<file path="src/rtl/bird_pkg.sv">
// Shared types and constants for the bird column controller.
package bird_pkg;

  typedef enum logic [1:0] {
    IDLE = 2'd0,
    PLAY = 2'd1,
    DEAD = 2'd2
  } state_t;

  localparam int SCORE_MAX     = 99;
  localparam int SCORE_W       = 7;
  localparam int DEF_N_ROWS    = 8;
  localparam int DEF_START_ROW = 4;

  // Score counts up by one and sticks at SCORE_MAX.
  function automatic logic [SCORE_W-1:0] score_inc(input logic [SCORE_W-1:0] s);
    return (s >= SCORE_W'(SCORE_MAX)) ? s : s + SCORE_W'(1);
  endfunction

endpackage

</file>
<file path="src/rtl/key_edge.sv">
// Rising-edge detector for the player button; held key never repeats.
module key_edge (
  input  logic clk,
  input  logic reset,
  input  logic key,
  output logic press
);

  logic key_q;

  // Reset value of 1 masks a key that is already down when reset releases.
  always_ff @(posedge clk or posedge reset) begin
    if (reset) key_q <= 1'b1;
    else       key_q <= key;
  end

  assign press = key & ~key_q;

endmodule

</file>
<file path="src/rtl/bird_ctrl.sv">
// Bird column controller: flap/gravity movement, collision, scoring, game FSM.
module bird_ctrl
  import bird_pkg::*;
#(
  parameter int FALL_PERIOD = 16,
  parameter int N_ROWS      = DEF_N_ROWS,
  parameter int START_ROW   = DEF_START_ROW
) (
  input  logic               clk,
  input  logic               reset,
  input  logic               key,
  input  logic [N_ROWS-1:0]  pipe_col,
  input  logic               pipe_pass,
  output logic [N_ROWS-1:0]  bird_leds,
  output logic               flap,
  output logic               fall,
  output logic               game_over,
  output logic [SCORE_W-1:0] score
);

  localparam int ROW_W = (N_ROWS > 1) ? $clog2(N_ROWS) : 1;
  localparam int CNT_W = $clog2(FALL_PERIOD);
  localparam logic [ROW_W-1:0] TOP_ROW  = ROW_W'(N_ROWS - 1);
  localparam logic [ROW_W-1:0] ROW_INIT = ROW_W'(START_ROW);
  localparam logic [CNT_W-1:0] CNT_LAST = CNT_W'(FALL_PERIOD - 1);

  logic press;
  state_t state_reg, state_next;
  logic [ROW_W-1:0]   row_reg, row_next, row_up;
  logic [CNT_W-1:0]   cnt_reg, cnt_next;
  logic [SCORE_W-1:0] score_reg, score_next;
  logic flap_reg, flap_next, fall_reg, fall_next;
  logic [N_ROWS-1:0]  leds_reg, leds_next;

  key_edge u_key_edge (
    .clk   (clk),
    .reset (reset),
    .key   (key),
    .press (press)
  );

  assign row_up = (row_reg == TOP_ROW) ? row_reg : row_reg + ROW_W'(1);

  always_comb begin
    state_next = state_reg;
    row_next   = row_reg;
    cnt_next   = '0;
    score_next = score_reg;
    flap_next  = 1'b0;
    fall_next  = 1'b0;
    case (state_reg)
      IDLE: begin
        row_next = ROW_INIT;
        if (press) begin
          state_next = PLAY;
          row_next   = row_up;
          flap_next  = 1'b1;
        end
      end
      PLAY: begin
        if (pipe_pass) score_next = score_inc(score_reg);
        // Collision outranks both press and gravity and freezes the row.
        if (|(leds_reg & pipe_col)) begin
          state_next = DEAD;
        end else if (press) begin
          row_next  = row_up;
          flap_next = 1'b1;
        end else if (cnt_reg == CNT_LAST) begin
          fall_next = 1'b1;
          if (row_reg == '0) state_next = DEAD;
          else               row_next   = row_reg - ROW_W'(1);
        end else begin
          cnt_next = cnt_reg + CNT_W'(1);
        end
      end
      DEAD: begin
        if (press) begin
          state_next = IDLE;
          row_next   = ROW_INIT;
          score_next = '0;
        end
      end
      default: state_next = IDLE;
    endcase
  end

  for (genvar gi = 0; gi < N_ROWS; gi++) begin : g_row_dec
    assign leds_next[gi] = (row_next == ROW_W'(gi));
  end

  always_ff @(posedge clk or posedge reset) begin
    if (reset) begin
      state_reg <= IDLE;
      row_reg   <= ROW_INIT;
      cnt_reg   <= '0;
      score_reg <= '0;
      flap_reg  <= 1'b0;
      fall_reg  <= 1'b0;
      leds_reg  <= N_ROWS'(1) << START_ROW;
    end else begin
      state_reg <= state_next;
      row_reg   <= row_next;
      cnt_reg   <= cnt_next;
      score_reg <= score_next;
      flap_reg  <= flap_next;
      fall_reg  <= fall_next;
      leds_reg  <= leds_next;
    end
  end

  assign bird_leds = leds_reg;
  assign flap      = flap_reg;
  assign fall      = fall_reg;
  assign game_over = (state_reg == DEAD);
  assign score     = score_reg;

endmodule

</file>
<file path="config.mk">
export PLATFORM = sky130hd
export DESIGN_NAME = bird_ctrl
export DESIGN_NICKNAME = d
export VERILOG_FILES = /design/src/rtl/bird_pkg.sv /design/src/rtl/key_edge.sv /design/src/rtl/bird_ctrl.sv
export SDC_FILE = /design/constraint.sdc
export NUM_CORES = 1
export LEC_CHECK = 0
export ABC_CLOCK_PERIOD_IN_PS = 2600
export BUFFER_PORTS_ARGS = -buffer_cell sky130_fd_sc_hd__buf_2
export CORE_ASPECT_RATIO = 2
export CORE_MARGIN = 2
export CORE_UTILIZATION = 50
export CTS_CLUSTER_DIAMETER = 80
export DETAILED_ROUTE_END_ITERATION = 8
export PLACE_DENSITY = 0.74
export SYNTH_ARGS = -nofsm -noshare
export SYNTH_HDL_FRONTEND = slang
export SYNTH_HIERARCHICAL = 1
export SYNTH_SLANG_ARGS = --single-unit
</file>
<file path="constraint.sdc">
create_clock -name clk -period 2.6 [get_ports clk]
set_clock_uncertainty 0.2 [all_clocks]
set_input_delay 0.39 -clock clk [delete_from_list [all_inputs] [get_ports clk]]
set_output_delay 0.39 -clock clk [all_outputs]
set_load 0.05 [all_outputs]
</file>
### After elaboration in Yosys (flattened, before gate mapping)

Index checks and enable logic that the tools add are counted.

* equal/unequal tests: 18
* reduce and logical (&&, ||, !) cells: 7
* bitwise logic cells: 3
* multiplexer cells: 30
* magnitude comparators: 1
* add/sub/neg operators: 4

Operators by type and width (number)
* $mux 3: 7
* $mux 7: 3
* $mux 4: 4
* $eq 3x3->1 const B: 5
* $pmux 7 s2: 1
* $mux 2: 6
* $ne 3x3->1 const B: 3
* $pmux 3 s3: 1
* $and 8x8->8: 1
* $reduce_or 8->1: 1
* $add 7x1->7 const B: 1
* $ge 7x7->1 const B: 1
* $eq 3x2->1 const B: 2
* $logic_not 3->1: 2
* $mux 1: 6
* $ne 2x2->1 const B: 3
* $pmux 2 s3: 1
* $reduce_and 5->1: 1
* $add 4x1->4 const B: 1
* $eq 4x4->1 const B: 1
* $reduce_and 4->1: 1
* $add 3x1->3 const B: 1
* $eq 3x1->1 const B: 1
* $sub 3x1->3 const B: 1
* 8 further kinds: 8

* output and inout port bits: 18
* word-level logic and storage cells: 71
* bits in registers: 27
* bits of input ports: 12

### Logic depth before layout (Yosys ltp)

Gate-level depths: netlist of the first run.

* word-level depth: 7
* depth in mapped cells: 8
* gate-level depth less buffers: 8

### Cells and area by module

Netlist of the first run, hierarchy kept.

Modules (own cells, without submodules)
* bird_ctrl: seq. area each 653.1 um^2, area an instance 1367.6 um^2, instances 1, cells an instance 141
* key_edge: seq. area each 26.3 um^2, area an instance 43.8 um^2, instances 1, cells an instance 3

### Least setup slack after synthesis of the first run

OpenSTA, ideal clock, no wires.

* path type: register to register
* start point: register state_reg[1]
* end point: register leds_reg[5], in the netlist bird_leds[5]
* stages on the path, launching flop included: 7
* path slack: 0.142 ns
* arrival: 2.139 ns
* period minus slack after synthesis: 2.458 ns
* path buffers: 0
* setup time: 0.120 ns
* data required time: 2.280 ns
* cells stage by stage: dfrtp_1 nor2b_1 a221o_1 a21boi_1 o2bb2ai_1 inv_2 and3_1

* word-level cells in the longest chain between the ends: 3
* elaborated cells between the ends (all ways): 5
* those cells by class: eq/ne: 3; mux: 1; reduce/logical: 1

Ends and longest elaborated chain
* from (decl): RTL line bird_ctrl.sv:28 `state_t state_reg, state_next;`
* from (signal assigned): RTL line bird_ctrl.sv:101 `state_reg <= state_next;`
* $eq 2x2->1
* via game_over: RTL line bird_ctrl.sv:17 `output logic game_over,`
* $pmux 3 s3: RTL line bird_ctrl.sv:51 `case (state_reg)`
* via row_next[2]: RTL line bird_ctrl.sv:29 `logic [ROW_W-1:0] row_reg, row_next, row_up;`
* $eq 3x3->1: RTL line bird_ctrl.sv:88 `assign leds_next[gi] = (row_next == ROW_W'(gi));`
* via leds_next[5]: RTL line bird_ctrl.sv:33 `logic [N_ROWS-1:0] leds_reg, leds_next;`
* to (signal assigned): RTL line bird_ctrl.sv:99 `leds_reg <= N_ROWS'(1) << START_ROW;`
* to (signal assigned): RTL line bird_ctrl.sv:107 `leds_reg <= leds_next;`
* to (decl): RTL line bird_ctrl.sv:33

The timed path passes the listed nets, and every way through them passes these cells.
A chain may end at the register's enable or synchronous reset.

### Worst setup path in the final report of the first run

* start point: register row_reg[1]
* end point: register leds_reg[5], in the netlist bird_leds[5]

* word-level cells in the longest chain between the ends: 7
* elaborated cells between the ends (all ways): 13
* those cells by class: add/sub: 2; eq/ne: 2; mux: 8; reduce/logical: 1

Ends and longest elaborated chain
* from (decl): RTL line bird_ctrl.sv:29
* from (signal assigned): RTL line bird_ctrl.sv:102 `row_reg <= row_next;`
* $logic_not 3->1: RTL line bird_ctrl.sv:70 `if (row_reg == '0) state_next = DEAD;`
* $mux 3: RTL line bird_ctrl.sv:70
* $mux 3: RTL line bird_ctrl.sv:68 `end else if (cnt_reg == CNT_LAST) begin`
* $mux 3: RTL line bird_ctrl.sv:65 `end else if (press) begin`
* $mux 3: RTL line bird_ctrl.sv:63 `if (|(leds_reg & pipe_col)) begin`
* $pmux 3 s3 (*): RTL line bird_ctrl.sv:51
* via row_next[0]: RTL line bird_ctrl.sv:29
* $eq 3x3->1 (*): RTL line bird_ctrl.sv:88
* via leds_next[5]: RTL line bird_ctrl.sv:33

The timed path passes the listed nets; every way through them passes the cells marked *.

==> results_dict.tcl, run 1 <==
set metrics [dict create \
    synth_mux_area_share_pct 1.51 \
    cts_buffers 3 \
    timing.critical_path.buf_inv 0 \
    max_freq_mhz 428 \
    initial_core_util_pct 51.6 \
    insertion_delay_ns 0.27 \
    drt-total-wl_um 3400 \
    worstRegToRegCells 6 \
    root_buffer "clkbuf_8" \
    ir_drop_uv 851 \
    hold_viol_final 0 \
    wl_per_cell_um 16.5 \
    holdPathStages 1 \
    finalCriticalPeriod_ns 2.33 \
    critical_path.top_delay_family "compound AO/OA/AOI/OAI gates" \
    synth-seq-cells 27 \
    viasPerCell 6.15 \
    n_fill_cell 237 \
    cts_buffer_depth 2 \
    antennaDiodeCount 0 \
    yosys.area_share.simple_pct 23.9 \
    powerDensity_nw_per_um2 1130 \
    post-route-period-util_pct 89.8 \
    cts_sinks 27 \
    worstPathMaxFanout 9 \
    cpPeakStageDelay_ns 0.45 \
    path_depth 6 \
    synth.area.top_cells "dfrtp_1 (43%), dfstp_2 (5.6%), ha_1 (4.4%)" \
    register_area_um2 679 \
    crit_arrival_ns 2.34 \
    cts_tree "yes" \
    yosys_warnings 6 \
    final_common_cell "buf_2" \
    async_flop_share_pct 100 \
    synth_top_family_by_area "simple AND/OR/NAND/NOR gates" \
    synth_top_flop_cell "dfrtp_1" \
    synth_cells 144 \
    die_w_um 41.6 \
    grt_pass1_wl_um 5820 \
    total_power_w 0.00186 \
    fin_util_pct 60.3 \
    cap_violations 0 \
    crit_required_ns 2.61 \
    io_pins 30 \
    p_leak_nw 0.789 \
    io_buffers 29 \
    avgSynthCellArea_um2 9.80 \
    synth_compound_area_share_pct 15.2 \
    grt_pass1_vias 1284 \
    cts-htree-levels 1 \
    drive_above_1_share_pct 24.3 \
    setup_tns_ns 0 \
    syn2layout_area_growth_pct 16.8 \
    path_cells "ha_1 -> and2_1 -> o31ai_1 -> nand3_1 -> a31oi_2 -> and3_1" \
    multi_input_area_um2 681 \
    clk_pin_slew_worst_paths_ns 0.09 \
    dieHeight_um 79.1 \
    layout_common_cells "buf_2 (29), dfrtp_1 (24), nand2_1 (15)" \
    synth_nets 161 \
    syn-cell-area_um2 1410 \
    nets 195 \
    end_kind "register" \
    initialDrtViolationCount 80 \
    maxSlewHeadroom_pct 65.6 \
    path_class "reg -> reg" \
    fp-row-count 27 \
    gp_congestion 1.06 \
    start_kind "register" \
    status "finished clean" \
    synth_top_area_share_pct 42.6 \
    ys_types 45 \
    grt_setup_unrepaired "no" \
    setup_viol 0 \
    grt_max_degree 27 \
    drtAntennaViolNets 0 \
    die-area_um2 3290 \
    hp-class "in -> reg" \
    maxSlewViolCount 0 \
    dp_hpwl_um 2650 \
    synth_xor_area_share_pct 3.10 \
    synth-edff-count 0 \
    largest_register_ff_count 8 \
    ys_seq_area_share_pct 48.1 \
    synth_area_leader_cell "dfrtp_1" \
    coreArea_um2 2740 \
    num_vias 1267 \
    final_area_um2 1650 \
    tightest_slew_ns 0.512 \
    slowest_stage "dfrtp_1" \
    first_pass_iters 4 \
    grt.total_usage_pct 22.9 \
    grt_overflow 0 \
    antenna_found_initial 0 \
    synth_fa_ha_area_share_pct 4.43 \
    placed_area_um2 1590 \
    post-route-drc-count 0 \
]
==> layout make-up <==
type | instances | area share (%)
Multi-Input combinational cell | 104 | 41.3
Timing Repair Buffer | 32 | 10.3
Clock buffer | 4 | 2.73
Tap cell | 29 | 2.20
Inverter | 10 | 2.28
Sequential cell | 27 | 41.2
==> kinds of logic after synthesis <==
| logic type | count (synthesis) |
|---|---|
| DFF | 27 |
| AOI/OAI and AO/OA | 30 |
| muxes | 2 |
| xor gates and xnor gates | 5 |
| and+or+nand+nor | 62 |
| buffers and inverters | 13 |
| adders and majority gates | 5 |
==> worst paths after layout <==
path                       startpoint  slack, ns          endpoint
setup / recovery           row_reg[1]       0.27      bird_leds[5]
hold / removal                    key       0.02  u_key_edge/key_q
setup reg to reg           row_reg[1]       0.27      bird_leds[5]
hold reg to reg            cnt_reg[0]       0.28        cnt_reg[0]
max in group asynchronous       reset       1.39      bird_leds[4]
min in group asynchronous       reset       0.46  u_key_edge/key_q
==> per-stage QoR <==
step | std cells | setup WS (ns) | hold slack, ns
floorplan | 144 | 0.142 | 0.0797
global placement | 201 | 0.262 | 0.192
detailed placement | 201 | 0.255 | 0.206
CTS | 206 | 0.308 | 0.0188
global route | 206 | 0.0747 | 0.0142
finish | 206 | 0.266 | 0.0173
==> cells in the mapped netlist, types with 4 or more instances <==
cell type   n
ha_1        5
inv_1       9
and3_1      6
nor3_1      7
o21ai_0     7
a22oi_1     4
nor2_1     10
nand2_1    15
dfrtp_1    24
nand3_1     5
a21oi_1     4
==> power by group <==
part	switching, W	leakage, nW	total, W	internal [W]
combinational	0.000680	0.413	0.000972	0.000292
sequential	0.000114	0.354	0.000657	0.000543
clock	0.000124	0.0228	0.000233	0.000110
==> routing by layer <==
layer  routed length (µm)  global-route usage, %
met2                 1980                   44.7
met3                  150                   3.41
met1                 1180                   23.1
met5                    0                      0
met4                   89                   9.03
==> timing repair <==
item,CTS,global route
hold buffers,1,0
gates resized for setup,0,0
endpoints found under the hold margin,25,0
setup buffers,0,0
Power figures use the tool's default switching activity.
==> inputs of run 2 (changes only) <==
- CORE_ASPECT_RATIO: 2 -> default
- CORE_MARGIN: 2 -> default
- CTS_BUF_LIST: default -> sky130_fd_sc_hd__clkbuf_4 sky130_fd_sc_hd__clkbuf_8
==> run 2 against run 1 <==
Die area fell by 7.6%. Register-to-register slack improved by 0.02 ns. Combinational power fell by 1%. Critical path depth rose by 2. Wire length fell by 7.0%. Flip-flop and latch count did not move. Final cell count rose by 0.49%. Non-clock buffer count did not move. Clock power fell by 21%. Maximum frequency fell by 4.3%.
==> results_dict.tcl, run 2 (synthesized netlist as in run 1, its figures left out) <==
set metrics [dict create \
    status "finished clean" \
    die-area_um2 3040 \
    insertion_delay_ns 0.33 \
    path_cells "dlygate4sd3_1 -> buf_2 -> nor2b_4 -> nand2b_1 -> o31ai_1 -> o21ai_0 -> a31oi_4 -> and3_1" \
    antennaDiodeCount 0 \
    grt_pass1_vias 1101 \
    gp_congestion 0.905 \
    slowest_stage "dlygate4sd3_1" \
    timing.hold.ws_ns 0.281 \
    num_vias 1242 \
    grt_max_degree 27 \
    initialDrtViolationCount 38 \
    antenna_found_initial 0 \
    cts-htree-levels 1 \
    start_kind "input port" \
    io_pins 30 \
    initial_core_util_pct 55.0 \
    ir_drop_uv 918 \
    final_common_cell "buf_2" \
    post-route-drc-count 0 \
    grt_pass1_wl_um 4840 \
    crit_arrival_ns 2.51 \
    finalCriticalPeriod_ns 2.44 \
    powerDensity_nw_per_um2 1100 \
    worstPathMaxFanout 10 \
    cts_buffers 3 \
    setup_viol 0 \
    timing.critical_path.buf_inv 2 \
    nets 195 \
    end_kind "register" \
    path_depth 8 \
    path_class "in -> reg" \
    cts_buffer_depth 2 \
    maxSlewViolCount 0 \
    crit_required_ns 2.67 \
    max_freq_mhz 410 \
    setup_ws_ns 0.160 \
    grt.total_usage_pct 22.9 \
    p_leak_nw 0.786 \
    first_pass_iters 4 \
    worstRegToRegCells 6 \
    die_w_um 55.1 \
    drive_above_1_share_pct 24.9 \
    tightest_slew_ns 0.529 \
    placed_area_um2 1590 \
    drtAntennaViolNets 0 \
    holdPathStages 1 \
    largest_register_ff_count 8 \
    maxSlewHeadroom_pct 64.4 \
    preCtsSetupSlack_ns 0.238 \
    total_power_w 0.00181 \
    cts_tree "yes" \
    cap_violations 0 \
    cts_sinks 27 \
    post-route-period-util_pct 93.8 \
    critical_path.top_delay_family "compound AO/OA/AOI/OAI gates" \
    hold_viol_final 0 \
    grt_overflow 0 \
    grt_setup_unrepaired "no" \
    cpPeakStageDelay_ns 0.52 \
    dp_hpwl_um 2380 \
    dieHeight_um 55.1 \
    hp-class "reg -> reg" \
    syn2layout_area_growth_pct 16.9 \
    viasPerCell 6.00 \
    clk_pin_slew_worst_paths_ns 0.15 \
    fp-row-count 18 \
    root_buffer "clkbuf_4" \
    layout_common_cells "buf_2 (29), dfrtp_1 (24), nand2_1 (15)" \
    io_buffers 29 \
    wl_per_cell_um 15.3 \
    setup_tns_ns 0 \
    drt-total-wl_um 3160 \
    final_area_um2 1650 \
    coreArea_um2 2570 \
]
[run 2: layer usage]
layer	global-route usage (%)	share of wire (%)	vias up
li1	-	-	592
met3	6.01	7.0	2
met4	2.50	0.25	0
met1	28.4	43	592
met5	0	0	-
met2	40.8	50	56
[run 2: report_power, final]
group	internal (W)	switching (W)	leakage [nW]	total, W
clock	0.0000578	0.000126	0.0177	0.000184
combinational	0.000296	0.000663	0.415	0.000958
sequential	0.000542	0.000124	0.354	0.000666
total	0.000895	0.000913	0.786	0.00181
[run 2: worst paths after layout]
path                             from               end  slack (ns)
setup / recovery                  key      bird_leds[5]        0.16
hold / removal             cnt_reg[0]        cnt_reg[0]        0.28
setup reg to reg             score[0]          score[5]        0.29
hold reg to reg            cnt_reg[0]        cnt_reg[0]        0.28
max in group asynchronous       reset      bird_leds[4]        1.45
min in group asynchronous       reset  u_key_edge/key_q        0.38
[run 2: metrics by stage]
stage	utilization, %	cells
detailed placement	61.8	201
finish	64.3	207
floorplan	-	144
global route	64.3	207
global placement	61.8	201
CTS	63.7	207
[run 2: worst register-to-register path, stage by stage, from the launching register on]
cell     delay [ns]
dfrtp_1        0.45
ha_1           0.26
nor4_2         0.16
a21oi_1        0.16
or4_4          0.52
or3_1          0.35
a21oi_1        0.14
[run 2: what timing repair did]
action | 4_1_cts | 5_1_grt
buffers inserted | 0 | 0
resized for setup | 0 | 2
hold buffers | 2 | 0
setup endpoints to repair | 0 | 6
hold endpoints to repair | 26 | 0
[run 2: final cells by class]
| cell class | instances | area, µm² |
|---|---|---|
| well taps | 30 | 37.5 |
| inverters | 10 | 37.5 |
| multi-input cells | 104 | 696 |
| flip-flops and latches | 27 | 679 |
| fillers | 221 | 917 |
| clock inverters | 1 | 5.00 |
| repair buffers | 32 | 173 |
| clock buffers | 3 | 22.5 |
==> inputs of run 3 (changes only) <==
- BUFFER_PORTS_ARGS: -buffer_cell sky130_fd_sc_hd__buf_2 -> -buffer_cell sky130_fd_sc_hd__buf_4
- CAP_MARGIN: default -> 30
==> run 3 against run 2 <==
Global-route usage rose by 2.0 points. Non-clock buffer count stayed put. Die area stayed put. First-iteration DRC count fell by 5.3%. Register-to-register slack got worse by 0.07 ns. Critical path depth unchanged. Critical endpoint is now bird_leds[1]. Largest power group unchanged.
==> results_dict.tcl, run 3 (synthesized netlist as in run 1, its figures left out) <==
set metrics [dict create \
    first_pass_iters 4 \
    viasPerCell 5.85 \
    hp-class "reg -> reg" \
    insertion_delay_ns 0.33 \
    largest_register_ff_count 8 \
    grt_max_degree 27 \
    dieHeight_um 55.1 \
    placed_area_um2 1660 \
    p_comb_share_pct 53.9 \
    p_int_w 0.000941 \
    grt_pass1_wl_um 5290 \
    initialDrtViolationCount 36 \
    max_freq_mhz 406 \
    root_buffer "clkbuf_4" \
    cts_buffers 3 \
    holdPathStages 1 \
    setup_viol 0 \
    io_pins 30 \
    cts-htree-levels 1 \
    switchingPower_w 0.000927 \
    cap_violations 0 \
    cpPeakStageDelay_ns 0.52 \
    crit_required_ns 2.67 \
    hold_viol_final 0 \
    post-route-period-util_pct 94.7 \
    start_kind "input port" \
    fp-row-count 18 \
    gp_congestion 0.946 \
    antennaDiodeCount 0 \
    final_common_cell "buf_4" \
    clk_pin_slew_worst_paths_ns 0.15 \
    n_fill_cell 228 \
    timing.critical_path.buf_inv 2 \
    cts_setup_buffers 0 \
    drtAntennaViolNets 0 \
    worstPathMaxFanout 10 \
    maxSlewHeadroom_pct 70.4 \
    syn2layout_area_growth_pct 22.4 \
    switching_share_pct 49.6 \
    ir_drop_uv 714 \
    num_vias 1211 \
    end_kind "register" \
    grt.total_usage_pct 24.8 \
    finalCriticalPeriod_ns 2.46 \
    maxSlewViolCount 0 \
    fin_util_pct 67.3 \
    path_cells "dlygate4sd3_1 -> buf_4 -> nor2b_4 -> nand2b_1 -> o221ai_1 -> o2111ai_1 -> a31oi_4 -> and3_1" \
    coreArea_um2 2570 \
    antenna_found_initial 0 \
    pwr-share-seq_pct 36.1 \
    p_clk_share_pct 10.0 \
    cts_tree "yes" \
    p_leak_nw 0.800 \
    drt-total-wl_um 3180 \
    tightest_slew_ns 0.440 \
    grt_setup_unrepaired "no" \
    io_buffers 29 \
    drive_above_1_share_pct 25.4 \
    layout_common_cells "buf_4 (30), dfrtp_1 (24), nand2_1 (15)" \
    initial_core_util_pct 55.0 \
    status "finished clean" \
    post-route-drc-count 0 \
    die_w_um 55.1 \
    dp_hpwl_um 2400 \
    path_depth 8 \
    worstRegToRegCells 8 \
    cts_sinks 27 \
    grt_pass1_vias 1143 \
    critical_path.top_delay_family "compound AO/OA/AOI/OAI gates" \
    powerDensity_nw_per_um2 1080 \
    path_class "in -> reg" \
    grt_overflow 0 \
    nets 195 \
    setup_tns_ns 0 \
    cts_buffer_depth 2 \
    die-area_um2 3040 \
    final_area_um2 1730 \
    wl_per_cell_um 15.4 \
    slowest_stage "dlygate4sd3_1" \
    crit_arrival_ns 2.54 \
]
==> run 3: cell counts in the layout (fill, tap and decap cells not counted) <==
Identical to the previous run, type by type.
==> run 3: worst paths after layout <==
| kind | slack, ns | end | startpoint |
|---|---|---|---|
| worst min-delay path | 0.29 | cnt_reg[0] | cnt_reg[0] |
| max in group asynchronous | 1.45 | bird_leds[4] | reset |
| worst min register to register | 0.29 | cnt_reg[0] | cnt_reg[0] |
| min in group asynchronous | 0.40 | u_key_edge/key_q | reset |
| worst max-delay path | 0.14 | bird_leds[1] | key |
| worst max register to register | 0.22 | bird_leds[3] | row_reg[0] |
==> run 3: repair_timing <==
action,4_1_cts,5_1_grt
endpoints found under the hold margin,26,0
hold buffers,2,0
resized for setup,0,3
endpoints found under the setup margin,0,6
==> run 3: metrics by stage <==
| stage | power [W] | std cells | worst slack, ns | hold WS, ns |
|---|---|---|---|---|
| floorplan | 0.00136 | 144 | 0.142 | 0.0797 |
| global placement | 0.00162 | 201 | 0.222 | 0.200 |
| detailed placement | 0.00164 | 201 | 0.224 | 0.215 |
| CTS | 0.00183 | 207 | 0.0289 | 0.287 |
| global route | 0.00200 | 207 | 0.0154 | 0.328 |
| finish | 0.00187 | 207 | 0.137 | 0.287 |
==> run 3: area by class of cell <==
cell class / instances / area [µm²] / area share (%)
Multi-Input combinational cell: 104 / 701 / 40.6
Sequential cell: 27 / 679 / 39.3
Timing Repair Buffer: 32 / 245 / 14.2
Inverter: 10 / 37.5 / 2.17
Tap cell: 30 / 37.5 / 2.17
Clock buffer: 3 / 22.5 / 1.30
Clock inverter: 1 / 5.00 / 0.290
==> run 3: power by group through the flow <==
stage	combinational [W]	sequential, W	clock, W
CTS	0.000971	0.000669	0.000193
finish	0.00101	0.000675	0.000186
detailed placement	0.000967	0.000676	0
global route	0.00110	0.000693	0.000210
global placement	0.000942	0.000674	0
floorplan	0.000505	0.000857	0
==> run 3: layer usage <==
layer / part of all wire, % / routed length (µm) / vias up / GRT usage, %
li1: - / - / 588 / -
met5: 0 / 0 / - / 0
met2: 49 / 1570 / 37 / 42.4
met3: 3.9 / 124 / 5 / 2.46
met4: 1.3 / 40 / 0 / 7.50
met1: 46 / 1450 / 581 / 33.0
